[config.mk]
export PLATFORM = sky130hd
export DESIGN_NAME = i2s_receiver_rx
export DESIGN_NICKNAME = d
export VERILOG_FILES = /design/src/rtl/i2s_receiver_rx.sv
export SDC_FILE = /design/constraint.sdc
export NUM_CORES = 1
export LEC_CHECK = 0
export BUFFER_PORTS_ARGS = -buffer_cell sky130_fd_sc_hd__buf_2
export CELL_PAD_IN_SITES_DETAIL_PLACEMENT = 0
export CELL_PAD_IN_SITES_GLOBAL_PLACEMENT = 1
export CORE_AREA = 2 2 130 69
export CTS_CLUSTER_SIZE = 30
export DETAILED_ROUTE_END_ITERATION = 16
export DIE_AREA = 0 0 132 71
export HOLD_SLACK_MARGIN = 0.05
export PLACE_DENSITY_LB_ADDON = 0.1
export SYNTH_ARGS = -nofsm -noshare
export SYNTH_HDL_FRONTEND = slang
export SYNTH_SLANG_ARGS = --single-unit
[constraint.sdc]
create_clock -name i2s_receiver_clk -period 2.6 [get_ports i2s_receiver_clk]
set_clock_uncertainty 0.1 [all_clocks]
set_input_delay 0.65 -clock i2s_receiver_clk [delete_from_list [all_inputs] [get_ports i2s_receiver_clk]]
set_output_delay 0.65 -clock i2s_receiver_clk [all_outputs]
set_load 0.02 [all_outputs]
[src/rtl/i2s_receiver_rx.sv]
// I2S (Philips format) slave receiver: oversamples bclk/lrclk/sdata in the system clock
// domain, recovers the left/right words and publishes one stereo pair per frame.
module i2s_receiver_rx #(
    parameter int I2S_RECEIVER_DATA_WIDTH  = 24,
    parameter int I2S_RECEIVER_SYNC_STAGES = 2
) (
    input  logic                               i2s_receiver_clk,
    input  logic                               i2s_receiver_rst,
    input  logic                               i2s_receiver_bclk,
    input  logic                               i2s_receiver_lrclk,
    input  logic                               i2s_receiver_sdata,
    output logic [I2S_RECEIVER_DATA_WIDTH-1:0] left_data,
    output logic [I2S_RECEIVER_DATA_WIDTH-1:0] right_data,
    output logic                               data_valid,
    output logic                               frame_err
);

    localparam int W  = I2S_RECEIVER_DATA_WIDTH;
    localparam int SS = I2S_RECEIVER_SYNC_STAGES;
    localparam int CW = $clog2(W + 1);
    localparam logic [CW-1:0] LAST_BIT = CW'(W - 1);

    typedef enum logic [1:0] {
        HUNT,
        SHIFT,
        IDLE_SLOT
    } state_t;

    logic [SS-1:0] bclk_sync;
    logic [SS-1:0] lrclk_sync;
    logic [SS-1:0] sdata_sync;

    logic          bclk_prev;
    logic          rise_p0;
    logic          lrclk_p0;
    logic          sdata_p0;

    state_t        state_q;
    state_t        state_d;
    logic [CW-1:0] cnt_q;
    logic          ch_q;
    logic [W-1:0]  sreg_q;
    logic [W-1:0]  sreg_next;
    logic          lr_prev_q;
    logic          lr_seen_q;
    logic          left_pend_q;

    logic          boundary;
    logic          restart;
    logic          shift_en;
    logic          word_done;
    logic          slot_err;

    // Synchroniser stage: every pin gets the same depth so bits stay aligned with bclk.
    always_ff @(posedge i2s_receiver_clk) begin
        if (i2s_receiver_rst) begin
            bclk_sync  <= '0;
            lrclk_sync <= '0;
            sdata_sync <= '0;
        end else begin
            bclk_sync  <= {bclk_sync[SS-2:0], i2s_receiver_bclk};
            lrclk_sync <= {lrclk_sync[SS-2:0], i2s_receiver_lrclk};
            sdata_sync <= {sdata_sync[SS-2:0], i2s_receiver_sdata};
        end
    end

    // Stage p0: registered bclk rise strobe with the lrclk/sdata values seen at that rise.
    always_ff @(posedge i2s_receiver_clk) begin
        if (i2s_receiver_rst) begin
            bclk_prev <= 1'b0;
            rise_p0   <= 1'b0;
        end else begin
            bclk_prev <= bclk_sync[SS-1];
            rise_p0   <= bclk_sync[SS-1] & ~bclk_prev;
        end
    end

    always_ff @(posedge i2s_receiver_clk) begin
        lrclk_p0 <= lrclk_sync[SS-1];
        sdata_p0 <= sdata_sync[SS-1];
    end

    // The first rise after reset only records lrclk, so a slot already in flight is never framed.
    assign boundary  = rise_p0 && lr_seen_q && (lrclk_p0 != lr_prev_q);
    assign sreg_next = {sreg_q[W-2:0], sdata_p0};

    always_comb begin
        state_d   = state_q;
        restart   = 1'b0;
        shift_en  = 1'b0;
        word_done = 1'b0;
        slot_err  = 1'b0;
        if (rise_p0) begin
            case (state_q)
                HUNT: begin
                    if (boundary) begin
                        state_d = SHIFT;
                        restart = 1'b1;
                    end
                end
                SHIFT: begin
                    // A boundary before the W-th bit (including on it) means a short slot.
                    if (boundary) begin
                        slot_err = 1'b1;
                        restart  = 1'b1;
                    end else begin
                        shift_en = 1'b1;
                        if (cnt_q == LAST_BIT) begin
                            word_done = 1'b1;
                            state_d   = IDLE_SLOT;
                        end
                    end
                end
                IDLE_SLOT: begin
                    if (boundary) begin
                        state_d = SHIFT;
                        restart = 1'b1;
                    end
                end
                default: state_d = HUNT;
            endcase
        end
    end

    // Stage p1: FSM state, word latching and the valid/error pulses.
    always_ff @(posedge i2s_receiver_clk) begin
        if (i2s_receiver_rst) begin
            state_q     <= HUNT;
            cnt_q       <= '0;
            ch_q        <= 1'b0;
            lr_prev_q   <= 1'b0;
            lr_seen_q   <= 1'b0;
            left_pend_q <= 1'b0;
            left_data   <= '0;
            right_data  <= '0;
            data_valid  <= 1'b0;
            frame_err   <= 1'b0;
        end else begin
            state_q    <= state_d;
            data_valid <= word_done && ch_q && left_pend_q;
            frame_err  <= slot_err;
            if (rise_p0) begin
                lr_prev_q <= lrclk_p0;
                lr_seen_q <= 1'b1;
            end
            if (restart) begin
                cnt_q <= '0;
                ch_q  <= lrclk_p0;
            end else if (shift_en) begin
                cnt_q <= cnt_q + CW'(1);
            end
            if (word_done) begin
                if (ch_q) begin
                    right_data <= sreg_next;
                end else begin
                    left_data <= sreg_next;
                end
            end
            if (slot_err) begin
                left_pend_q <= 1'b0;
            end else if (word_done) begin
                left_pend_q <= ~ch_q;
            end
        end
    end

    always_ff @(posedge i2s_receiver_clk) begin
        if (shift_en) begin
            sreg_q <= sreg_next;
        end
    end

endmodule

# Yosys cells after proc, flatten, opt, wreduce, memory -nomap -nowiden
# Cells that the tools add are included.
word_totals:
  reg_bits: 94
  in_bits: 5
  out_inout_bits: 50
classes:
  n_addsub: 1
  bitwise: 3
  mux: 16
  n_eq_ne: 7
  n_reduce_logical: 12
op_table:
  columns: ["op", "n"]
  rows:
  - ["1-bit 2-to-1 mux", 12]
  - ["2-bit 2-to-1 mux", 3]
  - ["2-bit OR reduction", 3]
  - ["5-bit by 1-bit adder with 5-bit output, second input constant", 1]
  - ["5-bit == test, second input constant", 1]
  - ["1-bit logical AND", 4]
  - ["2-bit != test, second input constant", 2]
  - ["2-bit one-hot mux with 2 select lines", 1]
  - ["2-bit AND reduction", 2]
  - ["4-bit AND reduction", 1]
  - ["3-bit OR reduction", 1]
  - ["2-bit by 1-bit == test with 1-bit output, second input constant", 1]
  - ["2-bit == test, second input constant", 1]
  - ["2-bit zero test", 1]
  - ["2-bit by 1-bit != test with 1-bit output, second input constant", 1]
  - ["1-bit inverter", 2]
  - ["1-bit AND", 1]
  - ["1-bit != test", 1]

# Longest topological paths before layout
depth:
  depth_word: 7
  mapped_depth: 7

# Worst setup path after synthesis
# No wires, ideal clock.
synth_path:
  path_kind: "register to register"
  start: "register rise_p0"
  end: "register left_data[10]"
  t_arrival_ns: 1.870
  period_less_slack_ns: 2.042
  path_stages_with_launch: 8
  setup_slack_ns: 0.558
  required_ns: 2.428
  cell_sequence: "dfxtp_1 buf_2 nand3b_2 a21oi_4 and3b_1 buf_6 buf_6 mux2i_1"
synth_between:
  elab_chain_len: 6
synth_rtl:
  columns: ["item", "line", "rtl"]
  rows:
  - ["start, declared", "34", "logic rise_p0;"]
  - ["start signal, assigned", "74", "rise_p0 <= bclk_sync[SS-1] & ~bclk_prev;"]
  - ["1-bit logical AND (2 in series)", "84", "assign boundary = rise_p0 && lr_seen_q && (lrclk_p0 != lr_prev_q);"]
  - ["1-bit 2-to-1 mux", "103", "if (boundary) begin"]
  - ["1-bit 2-to-1 mux", "94", "case (state_q)"]
  - ["1-bit 2-to-1 mux *", "93", "if (rise_p0) begin"]
  - ["2-bit AND reduction (no source line) *", null, null]
  - ["end signal, assigned", "156", "left_data <= sreg_next;"]
  - ["end, declared", "12", "output logic [I2S_RECEIVER_DATA_WIDTH-1:0] left_data,"]
# Mark *: on every way between the ends. The rest lies on a longest branch, timed or not.
# A chain may end at the register's enable or synchronous reset.

# Worst setup path in the final report
layout_path:
  start: "register rise_p0"
  end: "register left_data[8]"
# Same word-level chain as after synthesis.

==> flow_summary_export.csv <==
group,metric,value,unit
layout,finalNonFillerCells,461,
logic_synthesis,synth_area,3520,um2
global_route,met1_usage,21.2,%
place,dp_hpwl,4090,um
setup_path,r2r-end,"left_data[8]",
clock_tree,holdBufCountCts,0,
place,place_inst,445,
place,port-buffer-count,54,
logic_synthesis,synth.top_cells.by_area,"dfxtp_1, edfxtp_1, mux2i_1",
hold_path,holdPathEnd,"lrclk_p0",
die,coreArea,8320,um2
global_route,grt.overflow.total,0,
clock_tree,path_clk_slew,0.06,ns
global_route,track_usage,14.2,%
logic_synthesis,synthArstFlopShare,0,%
die,fp-row-count,24,
logic_synthesis,synth_edf_count,23,
place,gp_congestion,0.716,
global_route,antenna_found_initial,0,
drt,vias_per_cell,4.52,
clock_tree,cts_root_buffer,"clkbuf_16",
layout,multiInputGateArea,1310,um2
logic_synthesis,ys_seq_area_share,60.0,%
layout,final_common_cell,"nand2b_1",
global_route,use_met2,18.3,%
logic_synthesis,synth_top_cell_area_share,40.4,%
sta,period_minus_slack,2.17,ns
clock_tree,cts_tree,"built",
hold_path,hold_depth,0,
logic_synthesis,syn_inst,287,
setup_path,max_stage_delay,0.52,ns
clock_tree,htree_levels,3,
setup_path,crit_chain,"nand3b_2, a21oi_4, and3b_2, buf_12, mux2i_1",
clock_tree,worstSkewPairLatency,0.33,ns
logic_synthesis,synth_flop_cell,"dfxtp_1",
run,cap_viol_max_count,0,
drt,drt_iter0_drc,112,
sta,rsz0062_at_grt,"no",
sta,tightestPinTransition,0.397,ns
logic_synthesis,synth.largest_area_cell,"dfxtp_1",
hold_path,hp-start,"lrclk_sync[1]",
setup_path,reg2reg_slack,0.43,ns
global_route,grtUsageMet3,5.88,%
global_route,grt_max_degree,93,
setup_path,critical_path.slowest_cell,"and3b_2",
logic_synthesis,syn_nets,293,
drt,drtPass1Iterations,4,
layout,nFillCells,760,
logic_synthesis,ys_ff_latch,94,
sta,finalSetupTns,0,ns
setup_path,cp.arrival,2.33,ns
logic_synthesis,ys_types,30,
clock_tree,clock-sinks,94,
logic_synthesis,syn_avg_cell_area,12.3,um2
power_and_ir_drop,powerDensity,670,nW/um2
layout,most-common-layout-cells,"nand2b_1, dfxtp_1, buf_2, mux2i_1, edfxtp_1",
setup_path,cp_max_fo,14,
logic_synthesis,yosysWarningCount,0,
clock_tree,cts_inserted_buffers,9,
setup_path,r2r_cells,5,
setup_path,crit_required,2.75,ns
sta,drv_slew,0,
sta,period_share,83.6,%
clock_tree,postCtsResizedCells,0,
power_and_ir_drop,power_leakage,1.76,nW
global_route,grt_pass1_wl,10300,um
drt,wl_per_cell,13.6,um
clock_tree,cts_max_path_buffers,2,
drt,routed-via-count,2083,
drt,drc_errors,0,
clock_tree,postCtsSetupBuffers,0,
sta,hold_violations,0,
layout,insertedDiodeCount,0,
drt,ant_nets,0,
setup_path,end_kind,"register",
layout,syn_to_final_growth,19.3,%
layout,regArea,2110,um2
power_and_ir_drop,vdd_drop_max,0.430,mV
setup_path,regToRegStartpoint,"rise_p0",
die,fp.dieW,132,um
sta,slew_headroom,73.5,%
drt,finalWirelength,6270,um
status,status,"finished clean",
global_route,top_usage_layer,"met1",
die,top_level_ports,55,
die,dieArea,9370,um2
layout,drive_above_1_share,23.0,%
die,start_util,42.3,%
sta,final-setup-viol-count,0,
die,fp.dieH,71,um
setup_path,cp-start-kind,"register",
hold_path,hp-class,"reg -> reg",
setup_path,criticalPathCategory,"reg -> reg",
layout,final_nets,345,
sta,max_freq,460,MHz
global_route,grt_pass1_vias,2004,
registers in the layout, summed over array words and instances (netlist names), 2 cells and up:
signal / flops
left_data: 24
bclk_sync: 2
sdata_sync: 2
state_q: 2
right_data: 24
cnt_q: 5
lrclk_sync: 2
sreg_q: 23
kinds of logic after synthesis:
kind of cell | Yosys count | share of synthesized area [%]
compound gates | 10 | 2.31
simple gates | 107 | 18.5
buf+inv | 19 | 2.91
flops | 94 | 60.0
fa+ha+maj | 1 | 0.355
mux | 51 | 14.5
xor+xnor | 5 | 1.46
synth_stat cells (all sizes together), types with 2 or more instances:
cell type  count
nand2b        72
dfxtp         71
mux2i         51
edfxtp        23
clkbuf        12
nor2b          9
nor3           7
buf            6
nand2          5
nor2           5
xnor2          4
a211oi         3
a21oi          3
nand3          3
and3           2
worst max-delay path: cells and delay by family (launching register included):
family / cells / cell delay (ns)
and+or+nand+nor: 2 / 0.70
DFF: 1 / 0.51
AOI/OAI and AO/OA: 1 / 0.36
buffers and inverters: 1 / 0.22
muxes: 1 / 0.20
metrics by stage:
stage	util, %	total power [W]	setup slack, ns	area (um2)	hold slack, ns
floorplan	-	0.00157	0.558	3520	0.210
global placement	46.9	0.00159	0.498	3900	0.214
detailed placement	46.9	0.00159	0.435	3900	0.218
CTS	50.5	0.00286	0.413	4200	0.232
global route	50.5	0.00292	0.256	4200	0.244
finish	50.5	0.00281	0.427	4200	0.228
per-layer routing:
layer	up-vias	routed length, um
met2	40	2330
met3	7	299
met5	-	0
met4	0	63
li1	1071	-
met1	965	3570
power breakdown:
| group | switching, W | internal (W) |
|---|---|---|
| registers | 0.00000456 | 0.00150 |
| clock network | 0.000504 | 0.000754 |
| logic | 0.0000263 | 0.0000273 |
| total | 0.000535 | 0.00228 |
area by class of cell:
type | count | area share, %
inverters | 1 | 0.0894
repair buffers | 59 | 7.93
clock inverters | 3 | 0.358
flip-flops and latches | 94 | 50.3
well taps | 117 | 3.49
clock buffers | 13 | 6.70
multi-input cells | 174 | 31.1
worst max path at each step:
stage | end | cells past startpoint | startpoint | slack [ns]
global route | left_data[13] | 5 | rise_p0 | 0.26
finish | left_data[8] | 5 | rise_p0 | 0.43
detailed placement | left_data[8] | 5 | rise_p0 | 0.44
CTS | left_data[8] | 5 | rise_p0 | 0.41
floorplan | left_data[10] | 7 | rise_p0 | 0.56
global placement | left_data[9] | 5 | rise_p0 | 0.50
(Power assumes the default switching activity.)
